===== src/rtl/branch_target_buffer.sv =====
`default_nettype none
// ============================================================================
// Module   : branch_target_buffer
// Function : Direct-mapped branch target buffer. Each entry holds a valid
//            bit, a tag, a target address and a 2-bit saturating counter.
//            The lookup on the fetch PC is combinational. The execute stage
//            trains the table with a single write per clock.
// Revision : 1.0  initial release
// ============================================================================
module branch_target_buffer #(
    parameter int ENTRIES = 16
) (
    input  logic        clk,
    input  logic        rst,
    input  logic [31:0] fetch_pc,
    output logic        predicted_taken,
    output logic [31:0] predicted_target,
    input  logic        update_en,
    input  logic [31:0] update_pc,
    input  logic [31:0] update_target,
    input  logic        update_taken
);

    localparam int IDX   = $clog2(ENTRIES);
    localparam int TAG_W = 30 - IDX;

    // Counter states: 00 strong NT, 01 weak NT, 10 weak T, 11 strong T.
    localparam logic [1:0] c_ctr_reset      = 2'b01;
    localparam logic [1:0] c_ctr_weak_taken = 2'b10;
    localparam logic [1:0] c_ctr_max        = 2'b11;
    localparam logic [1:0] c_ctr_min        = 2'b00;

    // Table storage
    logic [ENTRIES-1:0] r_valid;
    logic [TAG_W-1:0]   r_tag    [ENTRIES];
    logic [31:0]        r_target [ENTRIES];
    logic [1:0]         r_ctr    [ENTRIES];

    // Fetch-side address split
    logic [IDX-1:0]     w_fetch_idx;
    logic [TAG_W-1:0]   w_fetch_tag;
    logic               w_fetch_hit;

    // Update-side address split
    logic [IDX-1:0]     w_upd_idx;
    logic [TAG_W-1:0]   w_upd_tag;
    logic               w_upd_hit;
    logic [1:0]         w_ctr_next;

    // Instructions are word aligned, so the two low PC bits carry no information.
    logic               w_unused_pc_bits;
    assign w_unused_pc_bits = ^{fetch_pc[1:0], update_pc[1:0]};

    assign w_fetch_idx = fetch_pc[IDX+1:2];
    assign w_fetch_tag = fetch_pc[31:IDX+2];
    assign w_upd_idx   = update_pc[IDX+1:2];
    assign w_upd_tag   = update_pc[31:IDX+2];

    // Lookup reads current table contents only; there is no write bypass.
    assign w_fetch_hit      = r_valid[w_fetch_idx] && (r_tag[w_fetch_idx] == w_fetch_tag);
    assign predicted_taken  = w_fetch_hit && r_ctr[w_fetch_idx][1];
    assign predicted_target = predicted_taken ? r_target[w_fetch_idx] : (fetch_pc + 32'd4);

    assign w_upd_hit = r_valid[w_upd_idx] && (r_tag[w_upd_idx] == w_upd_tag);

    // Saturating counter step for the entry being trained
    always_comb begin
        w_ctr_next = r_ctr[w_upd_idx];
        if (update_taken) begin
            if (r_ctr[w_upd_idx] != c_ctr_max) begin
                w_ctr_next = r_ctr[w_upd_idx] + 2'd1;
            end
        end else begin
            if (r_ctr[w_upd_idx] != c_ctr_min) begin
                w_ctr_next = r_ctr[w_upd_idx] - 2'd1;
            end
        end
    end

    // Table training: hits adjust the counter, taken misses allocate
    always_ff @(posedge clk or posedge rst) begin
        if (rst) begin
            r_valid <= '0;
            for (int i = 0; i < ENTRIES; i++) begin
                r_tag[i]    <= '0;
                r_target[i] <= '0;
                r_ctr[i]    <= c_ctr_reset;
            end
        end else if (update_en) begin
            if (w_upd_hit) begin
                r_ctr[w_upd_idx] <= w_ctr_next;
                if (update_taken) begin
                    r_target[w_upd_idx] <= update_target;
                end
            end else if (update_taken) begin
                // Not-taken misses are never allocated.
                r_valid[w_upd_idx]  <= 1'b1;
                r_tag[w_upd_idx]    <= w_upd_tag;
                r_target[w_upd_idx] <= update_target;
                r_ctr[w_upd_idx]    <= c_ctr_weak_taken;
            end
        end
    end

endmodule
`default_nettype wire


===== config.mk =====
export PLATFORM = sky130hd
export DESIGN_NAME = branch_target_buffer
export DESIGN_NICKNAME = d
export VERILOG_FILES = /design/src/rtl/branch_target_buffer.sv
export SDC_FILE = /design/constraint.sdc
export NUM_CORES = 2
export LEC_CHECK = 0
export ABC_AREA = 1
export BUFFER_PORTS_ARGS = -buffer_cell sky130_fd_sc_hd__buf_4
export CAP_MARGIN = 20
export CORE_ASPECT_RATIO = 0.7
export CORE_MARGIN = 2
export CORE_UTILIZATION = 55
export CTS_CLUSTER_DIAMETER = 100
export DETAILED_ROUTE_END_ITERATION = 7
export HOLD_SLACK_MARGIN = 0.1
export PLACE_DENSITY = 0.83
export RECOVER_POWER = 100
export SYNTH_ARGS = -nofsm -noshare
export SYNTH_HDL_FRONTEND = slang
export SYNTH_SLANG_ARGS = --single-unit

===== constraint.sdc =====
create_clock -name clk -period 83.3 [get_ports clk]
set_input_delay 16.66 -clock clk [delete_from_list [all_inputs] [get_ports clk]]
set_output_delay 16.66 -clock clk [all_outputs]
set_load 0.05 [all_outputs]

# [After elaboration in Yosys (flattened, before gate mapping)]
# Cells that the tools add are included.
[classes] bitwise_logic=7 n_reduce_logical=10 n_addsub=3 eq_ne=3 n_lt_le_gt_ge=6 n_mux=36
[ops] operator="$bwmux W512" count=1
[ops] operator="$bwmux W416" count=1
[ops] operator="$bmux W26 S4" count=2
[ops] operator="$mux W32" count=6
[ops] operator="$mux W26" count=5
[ops] operator="$bmux W32 S4" count=1
[ops] operator="$demux W32 S4" count=1
[ops] operator="$demux W26 S4" count=1
[ops] operator="$eq A26 B26 Y1" count=2
[ops] operator="$add A32 B3 Y32 const B" count=1
[ops] operator="$bwmux W32" count=1
[ops] operator="$or A16 B16 Y16" count=2
[ops] operator="$and A16 B16 Y16" count=1
[ops] operator="$bmux W2 S4" count=2
[ops] operator="$mux W2" count=8
[ops] operator="$not A16 Y16" count=1
[ops] operator="$ge A5 B5 Y1 const B" count=2
[ops] operator="$lt A4 B5 Y1 const B" count=2
[ops] operator="$not A4 Y5" count=2
[ops] operator="$bmux W1 S4" count=2
[ops] operator="$demux W2 S4" count=1
[ops] operator="$logic_and A1 B1 Y1" count=5
[ops] operator="$lt A5 B1 Y1 const B" count=1
[ops] operator="$demux W1 S4" count=1
[ops] operator="9 further kinds" count=13
[totals] ff_bits=976 output_inout_bits=33 input_bits=100

# [Logic depth before layout (Yosys ltp)]
[logic_depth] word_depth=9 depth_mapped=23

# [Worst setup path after synthesis]
# OpenSTA, ideal clock, no wires.
[synth_timing] kind="input-to-output" startpoint="input fetch_pc[2]" endpoint="output predicted_target[10]" arrival_ns=19.792 path_stages=14 slack_ns=46.848 required_time_ns=66.640 path_buffers=3 path_cell_list="inv_1 -> buf_2 -> clkbuf_1 -> clkbuf_1 -> nor2_1 -> o211ai_1 -> nand3_1 -> nand3_1 -> nand4_1 -> nor2_1 -> nand3_1 -> nor2_1 -> nor2_1 -> nor2_1"
[synth_via] elab_chain_cells=8 elab_cells_between_ends=17 classes_between="add/sub (1); eq/ne (1); mux (12); bitwise (1); reduce/logical (2)"
[synth_lines] item="from (decl)" line="15" source="input logic [31:0] fetch_pc,"
[synth_lines] item="$not A4 Y5 (implied by the code)" line="60, 61"
[synth_lines] item="$bmux W26 S4" line="60" source="assign w_fetch_hit = r_valid[w_fetch_idx] && (r_tag[w_fetch_idx] == w_fetch_tag);"
[synth_lines] item="$mux W26 (implied by the code) (2 in a row)" line="60"
[synth_lines] item="$eq A26 B26 Y1" line="60"
[synth_lines] item="$logic_and A1 B1 Y1" line="60"
[synth_lines] item="$logic_and A1 B1 Y1 (*)" line="61" source="assign predicted_taken = w_fetch_hit && r_ctr[w_fetch_idx][1];"
[synth_lines] item="via predicted_taken" line="16" source="output logic predicted_taken,"
[synth_lines] item="$mux W32 (*)" line="62" source="assign predicted_target = predicted_taken ? r_target[w_fetch_idx] : (fetch_pc + 32'd4);"
[synth_lines] item="to (decl)" line="17" source="output logic [31:0] predicted_target,"
# Mark *: on every way through the listed nets, which the timed path passes. The rest lies on a longest branch. The select of a mux whose other input is x is not followed.

# [Final worst setup path]
[layout_timing] startpoint="input fetch_pc[2]" endpoint="output predicted_target[25]"
[layout_via] elab_chain_cells=8 elab_cells_between_ends=17 classes_between="add/sub (1); eq/ne (1); mux (12); bitwise (1); reduce/logical (2)"
[layout_lines] item="$not A4 Y5 (implied by the code)" line="60, 61, 62"
[layout_lines] item="$bmux W26 S4" line="60"
[layout_lines] item="$mux W26 (implied by the code) (2 in a row)" line="60"
[layout_lines] item="$eq A26 B26 Y1" line="60"
[layout_lines] item="$logic_and A1 B1 Y1" line="60"
[layout_lines] item="$logic_and A1 B1 Y1" line="61"
[layout_lines] item="$mux W32 (*)" line="62"
# Mark *: on every way between the ends. The rest lies on a longest branch, timed or not. The select of a mux whose other input is x is not followed.

==> results.cfg <==
[status]
status = finished, violations left
violations = capacitance limit, slew limit

[clocking]
cts_num_sinks = 976
insertion_delay_ns = 0.71
postCtsHoldBufs = 0
cts.htree.levels = 3
clk_pin_slew_ns = 0.06
cts_root_buf = clkbuf_16
clock_path_buffers = 3
ctsResizeCount = 0
tritoncts = built
numCtsBuffers = 96
postCtsSetupBuffers = 0

[critical_path]
worstSetupPathType = input port to output port
cp_max_fo = 146
crit_path_end_kind = output port
start_kind = input port
cp.required_ns = 66.64
critPathArrivalTime_ns = 32.53

[layout]
multiInputGateArea_um2 = 22500
post-route-util_pct = 60.3
finalInstanceArea_um2 = 54400
syn2layout_area_growth_pct = 8.26
drive_above_1_share_pct = 5.09
nFillCells = 7874
layout_commonest_cell = nand2_1
nets = 6746
final_cell_mix = nand2_1, o21ai_0, dfrtp_1
ff_latch_area_um2 = 24400

[detailed_routing]
via_per_inst = 6.19
drt_pass1_iterations = 7
drtAntennaViolNets = 0
detailroute.via_count = 49200
routed_wl_mm = 174
drcViolationCount = 0
wire_per_inst_um = 21.9
drtIter0Drc = 8578

[pwr]
power_mw = 1.33
p_leak_nw = 26.0
ir_drop_mv = 0.0173
p_per_area_nw_per_um2 = 24.3

[timing]
maxSlewHeadroom_pct = -283
rsz0062_at_grt = no
finalHoldViolCount = 0
worst_slew_pin_slew_ns = 5.71
fin_crit_sh_pct = 59.1
setup_viol = 0
min_period_ns = 49.19
fmax_mhz = 20.3
setup_tns_ns = 0
fin_skew_ns = 0.0309
slew_viol_final = 3687
hold_ws_ns = 0.469

[floorplan]
fp.dieW_um = 365
die_h_um = 257
dieArea_um2 = 93900
start_util_pct = 55.7
core_area_um2 = 90200
num_rows = 92
ios = 133

[grt]
grt_pass1_wl_mm = 266
globalRouteTotalUtil_pct = 36.6
grt_max_degree = 210
grt.overflow.total = 0
grt_pass1_vias = 45200
antenna_found_initial = 18

[place]
gp_congestion = 0.962
postPlaceCellArea_um2 = 51400
io_buffer_count = 130
post-dp-hpwl_mm = 99.8

[synth]
synth.distinct_cells = 41
syn-num-nets = 6956
synth_seq_cells = 976
synth_cells = 6855
synth_area_um2 = 50300
ys_seq_area_share_pct = 48.6
avgSynthCellArea_um2 = 7.34
ys.warnings.count = 0

[flow_run]
maxCapViolations = 61

[hold_path]
hp-class = flip-flop to flip-flop
## Yosys cell counts, drive strengths merged
cell | instances | share of area [%]
o211a | 10 | 0.20
o211ai | 78 | 1.2
dfrtp | 960 | 48
a31o | 1 | 0.017
a22oi | 13 | 0.19
buf | 155 | 1.5
or2 | 1 | 0.012
nand3 | 157 | 1.6
nor4 | 1 | 0.012
o22ai | 52 | 0.65
xnor2 | 1 | 0.017
o21ai | 1524 | 15
clkbuf | 362 | 2.7
nor3 | 15 | 0.15
a221oi | 10 | 0.17
o2111ai | 17 | 0.30
dfstp | 16 | 0.84
nand2 | 2198 | 16
xor2 | 29 | 0.51
o21a | 2 | 0.030
nor2 | 653 | 4.9
nand3b | 2 | 0.030
o31ai | 1 | 0.015
a32o | 13 | 0.26
and2 | 2 | 0.025
clkinv | 5 | 0.037
a21oi | 191 | 1.9
ha | 1 | 0.025
inv | 335 | 2.5
nand4 | 17 | 0.21
o221ai | 33 | 0.57
## worst paths after layout
path	start	end	slack [ns]	cells past startpoint
worst min register to register	r_ctr[8]	r_ctr[8]	0.47	2
min in group asynchronous	rst	r_tag[402]	17.76	2
worst max-delay path	fetch_pc[2]	predicted_target[25]	34.11	19
max in group asynchronous	rst	r_target[80]	52.85	6
worst max register to register	r_tag[243]	r_tag[59]	77.00	17
worst min-delay path	r_ctr[8]	r_ctr[8]	0.47	2
## layer usage
layer  GRT usage (%)  vias up  wire length, µm  part of all wire [%]
li1                -    22000                -                     -
met1            52.1    23000            67200                    39
met2            49.9     3644            69800                    40
met3            14.3      596            29600                    17
met4            14.3       20             7220                   4.1
met5               0        -              241                  0.14
## metrics by stage
step | setup WS (ns) | cells
4_1_cts | 45.14 | 7942
3_3_place_gp | 45.21 | 7768
3_5_place_dp | 45.19 | 7768
2_1_floorplan | 39.21 | 6855
5_1_grt | 33.47 | 7949
6_report | 34.11 | 7954
## where the power goes
part | total (mW) | switching [mW] | internal (mW) | leakage, nW
Clock | 0.471 | 0.198 | 0.274 | 1.67
Combinational | 0.237 | 0.157 | 0.0800 | 11.9
Sequential | 0.617 | 0.0537 | 0.563 | 12.4
Total | 1.33 | 0.409 | 0.916 | 26.0
## cell type report
class                   instances  share of cell area [%]
flip-flops and latches        976                    44.9
multi-input cells            5022                    41.3
clock buffers                 142                    5.26
well taps                    1222                    2.81
repair buffers                209                    2.36
inverters                     340                    2.36
clock inverters                32                   0.986
diodes                         11                  0.0506
## kinds of logic (layout without fill, tap and decap cells)
logic type / after synthesis / in the layout / share of synthesized area (%)
simple gates: 3046 / 3046 / 23.4
compound gates: 1945 / 1945 / 20.6
flops: 976 / 976 / 48.6
buf+inv: 857 / 723 / 6.79
xor+xnor: 30 / 30 / 0.523
fa+ha+maj: 1 / 1 / 0.0249
other cells: 0 / 11 / 0
## sequential cells by signal (all words and copies together) (netlist names)
| name | flops |
|---|---|
| r_tag | 416 |
| r_valid | 16 |
| r_ctr | 32 |
| r_target | 512 |
## worst max-delay path: stages
cell and delay [ns]:
clkbuf_1 3.61, clkinvlp_2 5.58, clkbuf_1 2.03, a21oi_1 0.46, o21ai_0 0.14, o21ai_0 0.25, nand2_1 0.09, nand2_1 0.18
inv_1 0.07, nand3_1 0.15, nand2_1 0.07, nor2_1 0.12, nand2_1 0.07, nor2_1 0.08, nand3_1 0.10, inv_1 0.07
nand2_1 0.96, o21ai_0 1.10, clkbuf_1 0.53
Power figures use the tool's default switching activity.
